### config.mk
export PLATFORM = sky130hd
export DESIGN_NAME = pipe_hazard_ctrl
export DESIGN_NICKNAME = d
export VERILOG_FILES = /design/src/rtl/pipe_hazard_ctrl.sv
export SDC_FILE = /design/constraint.sdc
export NUM_CORES = 1
export LEC_CHECK = 0
export BUFFER_PORTS_ARGS = -buffer_cell sky130_fd_sc_hd__buf_2
export CAP_MARGIN = 20
export CORE_MARGIN = 2
export CORE_UTILIZATION = 55
export DETAILED_ROUTE_END_ITERATION = 10
export HOLD_SLACK_MARGIN = 0.05
export PLACE_DENSITY_LB_ADDON = 0.2
export RECOVER_POWER = 25
export SETUP_SLACK_MARGIN = 0.3
export SYNTH_ARGS = -nofsm -noshare
export SYNTH_HDL_FRONTEND = slang
export SYNTH_SLANG_ARGS = --single-unit
### constraint.sdc
create_clock -name clk -period 3.55 [get_ports clk]
set_input_delay 0.1775 -clock clk [delete_from_list [all_inputs] [get_ports clk]]
set_output_delay 0.1775 -clock clk [all_outputs]
set_load 0.05 [all_outputs]
### src/rtl/pipe_hazard_ctrl.sv
// pipe_hazard_ctrl: ID-stage hazard/flush control with a 2-entry writer scoreboard
// and a memory-wait freeze FSM with timeout.
module pipe_hazard_ctrl #(
    parameter int MEM_TIMEOUT = 31,
    parameter int CNT_W       = 16
) (
    input  logic             clk,
    input  logic             rst,
    input  logic             idValid,
    input  logic [3:0]       idRn,
    input  logic [3:0]       idRdm,
    input  logic             idTwoSrc,
    input  logic             idWbEn,
    input  logic             idMemRead,
    input  logic [3:0]       idDest,
    input  logic             exBranch,
    input  logic             memReq,
    input  logic             memReady,
    output logic             hazard,
    output logic             flush,
    output logic             freeze,
    output logic             memErr,
    output logic [CNT_W-1:0] stallCount
);
    localparam int TW = $clog2(MEM_TIMEOUT + 1);

    typedef enum logic [1:0] {IDLE, WAIT, ERROR} state_t;

    state_t        state;
    logic [TW-1:0] cnt;
    logic          exV, memV, exLd, memLd;
    logic [3:0]    exDest, memDest;
    logic          exMatch, memMatch;
    logic          unusedLd;

    // Load flag travels with each entry but no forwarding policy consumes it yet.
    assign unusedLd = memLd;

    always_comb begin
        exMatch  = exV & ((exDest == idRn) | (idTwoSrc & (exDest == idRdm)));
        memMatch = memV & ((memDest == idRn) | (idTwoSrc & (memDest == idRdm)));
        freeze   = (state == ERROR) | ((state == WAIT) & ~memReady)
                 | ((state == IDLE) & memReq & ~memReady);
        flush    = exBranch & ~freeze;
        hazard   = ~freeze & ~flush & idValid & (exMatch | memMatch);
        memErr   = state == ERROR;
    end

    always_ff @(posedge clk or negedge rst) begin
        if (!rst) begin
            state      <= IDLE;
            cnt        <= '0;
            exV        <= 1'b0;
            exDest     <= '0;
            exLd       <= 1'b0;
            memV       <= 1'b0;
            memDest    <= '0;
            memLd      <= 1'b0;
            stallCount <= '0;
        end else begin
            case (state)
                IDLE: if (memReq && !memReady) begin
                    state <= WAIT;
                    cnt   <= TW'(1);
                end
                WAIT: if (memReady) begin
                    state <= IDLE;
                    cnt   <= '0;
                end else if (cnt == TW'(MEM_TIMEOUT)) begin
                    state <= ERROR;
                end else begin
                    cnt <= cnt + TW'(1);
                end
                ERROR: state <= ERROR;
                default: state <= IDLE;
            endcase
            // Flushed or stalled ID instructions enter EX as bubbles.
            if (!freeze) begin
                memV    <= exV;
                memDest <= exDest;
                memLd   <= exLd;
                exV     <= idValid & idWbEn & ~hazard & ~flush;
                exDest  <= idDest;
                exLd    <= idMemRead;
            end
            if ((hazard || freeze) && stallCount != '1)
                stallCount <= stallCount + CNT_W'(1);
        end
    end
endmodule

==> results.sh, run 1 <==
export IMPL_worst_slew_pin_transition_ps=1830
export IMPL_cts_resized=0
export IMPL_cp_num_cells=6
export IMPL_p_seq_frac=0.461
export IMPL_ctsHtreeMaxLevel=2
export IMPL_ir_drop_mv=0.269
export IMPL_synthTopCellsByCount="nand2_1, dfrtp_1, inv_1, xnor2_1, xor2_1"
export IMPL_synth_edff_count=0
export IMPL_p_total_uw=1100
export IMPL_vias=1539
export IMPL_r2r_slack_ps=1330
export IMPL_yosysWarningCount=0
export IMPL_synth_nets=219
export IMPL_numCtsBuffers=5
export IMPL_gp_congestion=0.840
export IMPL_grt_pass1_vias=1440
export IMPL_diodes=0
export IMPL_nFillCells=267
export IMPL_finalHoldViolations=0
export IMPL_timing_fmax_mhz=420
export IMPL_synth_ff_type="dfrtp_1"
export IMPL_crit_path_top_delay_cell="o31ai_4"
export IMPL_sw_frac_of_total=0.410
export IMPL_clk_latency_ps=320
export IMPL_relSlewSlack=-0.219
export IMPL_hp_class="input pin to flop"
export IMPL_tritoncts="yes"
export IMPL_fin_crit_ps=2380
export IMPL_ys_top_cells_by_area="dfrtp_1, nand2_1, xnor2_1"
export IMPL_worstSetupPathType="flop to output pin"
export IMPL_drt_iter0_markers=104
export IMPL_cts_sinks=33
export IMPL_track_usage=0.209
export IMPL_cpPeakStageDelay_ps=730
export IMPL_violations="max-capacitance violations, max-slew violations"
export IMPL_synth_top_cell_by_area="dfrtp_1"
export IMPL_comb_power_share=0.343
export IMPL_die_area_mm2=0.00394
export IMPL_power_frac_clock=0.195
export IMPL_p_int_uw=648
export IMPL_via_per_inst=5.38
export IMPL_cp_start_kind="flop"
export IMPL_rows=21
export IMPL_finalSetupTns_ps=0
export IMPL_core_area_mm2=0.00334
export IMPL_portBuffers=39
export IMPL_yosysSeqAreaShare=0.435
export IMPL_drtAntennaViolNets=0
export IMPL_drc=0
export IMPL_cp_top_family="compound AO/OA/AOI/OAI gates"
export IMPL_start_util=0.569
export IMPL_critPathBufInv=1
export IMPL_postCtsSetupBuffers=0
export IMPL_cp_max_fo=16
export IMPL_cp_cell_sequence="xnor2_1 > nand3_1 > o22ai_2 > o31ai_4 > nor2_1 > buf_2"
export IMPL_fp_dieW_um=62.7
export IMPL_root_buffer="clkbuf_4"
export IMPL_grt_overflow=0
export IMPL_maxSlewViolCount=34
export IMPL_first_pass_iters=4
export IMPL_ioPinCount=41
export IMPL_cts_buffer_depth=2
export IMPL_ys_ff_latch=33
export IMPL_fin_crit_sh=0.671
export IMPL_cellLeakagePower_uw=0.00104
export IMPL_synth_distinct_cells=47
export IMPL_post_route_cells_drive_above_1_share=0.271
export IMPL_grt_max_degree=34
export IMPL_synthToLayoutAreaGrowth_pct=17.1
export IMPL_die_h_um=62.7
export IMPL_hold_depth=3
export IMPL_synthCells=195
export IMPL_fin_nets=264
export IMPL_syn_area_mm2=0.00190
export IMPL_totalWireLength_um=3730
export IMPL_synth_async_reset_ratio=1.00
export IMPL_dp_hpwl_um=2610
export IMPL_fin_skew_ps=5.66
export IMPL_status="finished, violations left"
export IMPL_post_drt_wl_per_cell_um=13.0
export IMPL_setup_viol=0
export IMPL_drv_cap=1
export IMPL_antenna_found_initial=0
export IMPL_p_sw_uw=451
export IMPL_syn_mean_instance_area_um2=9.73
export IMPL_cp_required_ps=3370
export IMPL_synth_most_common_cell="nand2_1"
export IMPL_synth_top_area_frac=0.435
export IMPL_ff2ff_path_depth=6
export IMPL_grt_pass1_wl_um=6470
export IMPL_end_kind="output pin"
export IMPL_cp_arrival_ps=2200
export IMPL_p_per_area_mw_per_mm2=494
export IMPL_clk_pin_slew_ps=100
export IMPL_rsz0062_at_grt="no"
-- sequential cells by signal, summed over array words and instances (netlist names) --
signal	cells
stallCount	16
memDest	4
exDest	4
exV	1
memV	1
cnt	5
state	2
-- kinds of logic (layout without fill, tap and decap cells) --
group / Yosys count / after routing / synth area share
DFF: 33 / 33 / 0.435
adders and majority gates: 3 / 3 / 0.0198
muxes: 4 / 4 / 0.0250
AOI/OAI and AO/OA: 39 / 39 / 0.173
and+or+nand+nor: 71 / 71 / 0.190
xor gates and xnor gates: 24 / 24 / 0.111
buffers and inverters: 21 / 66 / 0.0468
-- power groups by stage --
stage | clock network (uW) | logic, uW | registers [uW]
finish | 215 | 377 | 507
global route | 240 | 405 | 519
CTS | 221 | 380 | 507
detailed placement | 0 | 376 | 514
global placement | 0 | 370 | 512
floorplan | 0 | 149 | 640
-- layout by cell type, fill, tap and decap left out, types with 4 or more instances in the layout --
master,n
nand4_1,5
a21oi_1,5
xor2_1,12
nand2_1,35
a211oi_1,5
nor2_1,8
a211oi_2,4
xnor2_1,12
dlygate4sd3_1,4
o21ai_0,8
clkbuf_4,5
buf_2,38
dfrtp_1,33
nand3_1,6
inv_1,14
-- area by class of cell --
type / instances / area, um^2 / share of cell area
inverter: 15 / 56.3 / 0.0253
tap: 46 / 57.6 / 0.0259
sequential: 33 / 826 / 0.372
multi-input combinational: 141 / 986 / 0.444
clock buffer: 7 / 55.1 / 0.0248
timing repair buffer: 44 / 241 / 0.109
-- timing repair --
item,in CTS,in global routing
endpoints found under the setup margin,0,0
hold endpoints to repair,36,0
hold buffers,4,0
-- metal layers --
metal	track usage	share of wire
met1	0.285	0.50
met3	0.0468	0.046
met2	0.332	0.44
met4	0.0667	0.012
met5	0	0
-- final timing paths --
kind,end,startpoint
max,hazard,exDest[2]
min,exDest[3],idDest[3]
max reg2reg,stallCount[1],exDest[2]
min reg2reg,stallCount[8],stallCount[8]
max in group asynchronous,cnt[3],rst
min in group asynchronous,exDest[2],rst
-- per-stage QoR --
step,hold slack [ps],std cells,instance area [um^2],setup slack [ps],util
6_report,60.5,286,2220,1170,0.666
5_1_grt,56.8,286,2220,992,0.666
4_1_cts,57.4,286,2220,1170,0.666
3_5_place_dp,282,275,2130,1360,0.638
3_3_place_gp,282,275,2130,1380,0.638
2_1_floorplan,-118,195,1900,668,-
-- worst reg2reg max path, stage by stage (launching register included) --
cell and delay, ps:
dfrtp_1 460, xnor2_1 150, nand3_1 120, o22ai_2 120, o31ai_4 730, a21oi_2 210, mux2_4 330
Power figures use the tool's default switching activity.
==> inputs of run 2 (changes only) <==
--- a/config.mk
+++ b/config.mk
@@ -8,7 +8,7 @@
 export BUFFER_PORTS_ARGS = -buffer_cell sky130_fd_sc_hd__buf_2
 export CAP_MARGIN = 20
 export CORE_MARGIN = 2
-export CORE_UTILIZATION = 55
+export CORE_UTILIZATION = 54
 export DETAILED_ROUTE_END_ITERATION = 10
 export HOLD_SLACK_MARGIN = 0.05
 export PLACE_DENSITY_LB_ADDON = 0.2
==> constraint.sdc (replaced) <==
create_clock -name clk -period 2.2 [get_ports clk]
set_input_delay 0.11 -clock clk [delete_from_list [all_inputs] [get_ports clk]]
set_output_delay 0.11 -clock clk [all_outputs]
set_load 0.05 [all_outputs]
==> results.sh, run 2 (synthesis results as in run 1) <==
export IMPL_status="completed"
export IMPL_ioPinCount=41
export IMPL_cp_start_kind="flop"
export IMPL_portBuffers=39
export IMPL_layout_common_cells="buf_2, nand2_1, buf_4"
export IMPL_cp_max_fo=14
export IMPL_cp_arrival_ps=2260
export IMPL_synthToLayoutAreaGrowth_pct=44.2
export IMPL_start_util=0.564
export IMPL_fin_nets=299
export IMPL_tritoncts="yes"
export IMPL_grt_pass1_vias=1696
export IMPL_finalHoldViolations=0
export IMPL_die_area_mm2=0.00400
export IMPL_grt_max_degree=34
export IMPL_fin_util=0.814
export IMPL_clk_pin_slew_ps=100
export IMPL_drtAntennaViolNets=0
export IMPL_timing_fmax_mhz=488
export IMPL_min_delay_start="memReq"
export IMPL_maxSlewViolCount=0
export IMPL_min_to="state[0]"
export IMPL_critPathBufInv=1
export IMPL_fin_skew_ps=8.10
export IMPL_nFillCells=226
export IMPL_first_pass_iters=4
export IMPL_drt_iter0_markers=95
export IMPL_final_common_cell="buf_2"
export IMPL_diodes=0
export IMPL_clk_latency_ps=330
export IMPL_drv_cap=0
export IMPL_setup_viol=0
export IMPL_ff2ff_path_depth=6
export IMPL_dp_hpwl_um=2880
export IMPL_grt_pass1_wl_um=7710
export IMPL_vias=1745
export IMPL_reg_top3="stallCount x16, cnt x5"
export IMPL_p_per_area_mw_per_mm2=745
export IMPL_reg2reg_from="exDest[1]"
export IMPL_post_drt_wl_per_cell_um=15.4
export IMPL_cpPeakStageDelay_ps=420
export IMPL_grt_overflow=0
export IMPL_regArea_um2=837
export IMPL_antenna_found_initial=0
export IMPL_finalSetupTns_ps=0
export IMPL_multiInputGateArea_mm2=0.00116
export IMPL_cts_sinks=33
export IMPL_cts_buffer_depth=2
export IMPL_totalWireLength_um=4950
export IMPL_numCtsBuffers=5
export IMPL_fp_dieW_um=63.3
export IMPL_root_buffer="clkbuf_4"
export IMPL_largest_reg_flops=16
export IMPL_track_usage=0.248
export IMPL_cp_required_ps=2410
export IMPL_fin_crit_ps=2050
export IMPL_post_route_cells_drive_above_1_share=0.467
export IMPL_drc=0
export IMPL_rsz0062_at_grt="yes"
export IMPL_fin_crit_sh=0.931
export IMPL_cp_cell_sequence="a222oi_1 > nor4b_4 > o31ai_4 > buf_6 > a21oi_4 > mux2_4"
export IMPL_hold_depth=3
export IMPL_cellLeakagePower_uw=0.00124
export IMPL_rows=21
export IMPL_core_area_mm2=0.00336
export IMPL_cp_top_family="compound AO/OA/AOI/OAI gates"
export IMPL_via_per_inst=5.42
export IMPL_crit_path_top_delay_cell="dfrtp_1"
export IMPL_gp_congestion=0.821
export IMPL_timing_rr_end="stallCount[1]"
export IMPL_r2r_slack_ps=150
export IMPL_hp_class="input pin to flop"
export IMPL_die_h_um=63.3
export IMPL_relSlewSlack=0.451
export IMPL_top_register="stallCount"
export IMPL_cp_num_cells=6
export IMPL_worst_slew_pin_transition_ps=823
export IMPL_ctsHtreeMaxLevel=2
export IMPL_ir_drop_mv=0.798
export IMPL_worstSetupPathType="flop to flop"
export IMPL_end_kind="flop"
-- run 2: cell count changes in the layout (fill, tap and decap cells not counted), moves of 4 or more --
| cell | delta |
|---|---|
| buf_4 | +30 |
| dfrtp_1 | -9 |
| dfrtp_2 | +9 |
| a211oi_1 | -4 |
-- run 2: worst min-delay path, stage by stage --
cell,delay (ps)
buf_2,120
mux2i_1,140
nor3_1,60
-- run 2: per-layer routing --
| metal | track usage | part of all wire | vias to the layer above |
|---|---|---|---|
| met2 | 0.432 | 0.51 | 58 |
| met1 | 0.311 | 0.43 | 839 |
| met4 | 0.0625 | 0.014 | 0 |
| met3 | 0.0571 | 0.044 | 9 |
| li1 | - | - | 839 |
| met5 | 0 | 0 | - |
-- run 2: how the worst max path moves through the flow --
| stage | startpoint | slack [ps] | endpoint |
|---|---|---|---|
| 5_1_grt | exDest[1] | 90 | hazard |
| 3_5_place_dp | exDest[2] | 90 | stallCount[12] |
| 2_1_floorplan | stallCount[8] | 180 | stallCount[1] |
| 4_1_cts | exDest[1] | 210 | hazard |
| 3_3_place_gp | exDest[1] | 110 | stallCount[12] |
| 6_report | exDest[1] | 150 | stallCount[1] |
-- run 2: area by class of cell --
| class | count | share of cell area |
|---|---|---|
| clock buffer | 7 | 0.0201 |
| clock inverter | 1 | 0.0110 |
| inverter | 15 | 0.0206 |
| timing repair buffer | 79 | 0.198 |
| sequential | 33 | 0.306 |
| tap | 46 | 0.0210 |
| multi-input combinational | 141 | 0.423 |
-- run 2: power by group --
part,internal [uW],switching [uW]
sequential,705,125
clock,271,203
combinational,265,467
total,1240,796
-- run 2: stage by stage --
| step | hold WS [ps] | instance area, um^2 | setup slack [ps] | total power (uW) | instances |
|---|---|---|---|---|---|
| after global routing | 109 | 2740 | 89.5 | 2140 | 322 |
| after global placement | 218 | 2200 | 110 | 1440 | 280 |
| after floorplan | -186 | 1930 | 179 | 1280 | 195 |
| final | 132 | 2740 | 152 | 2040 | 322 |
| after detailed placement | 209 | 2200 | 86.5 | 1460 | 280 |
| after CTS | 92.3 | 2540 | 205 | 1990 | 306 |
-- run 2: repair_timing --
item	in CTS	in global routing
endpoints found under the hold margin	39	0
gates resized for setup	18	19
cloned	0	0
endpoints found under the setup margin	22	24
pin swaps	6	13
hold buffers	7	0
setup buffers	11	16
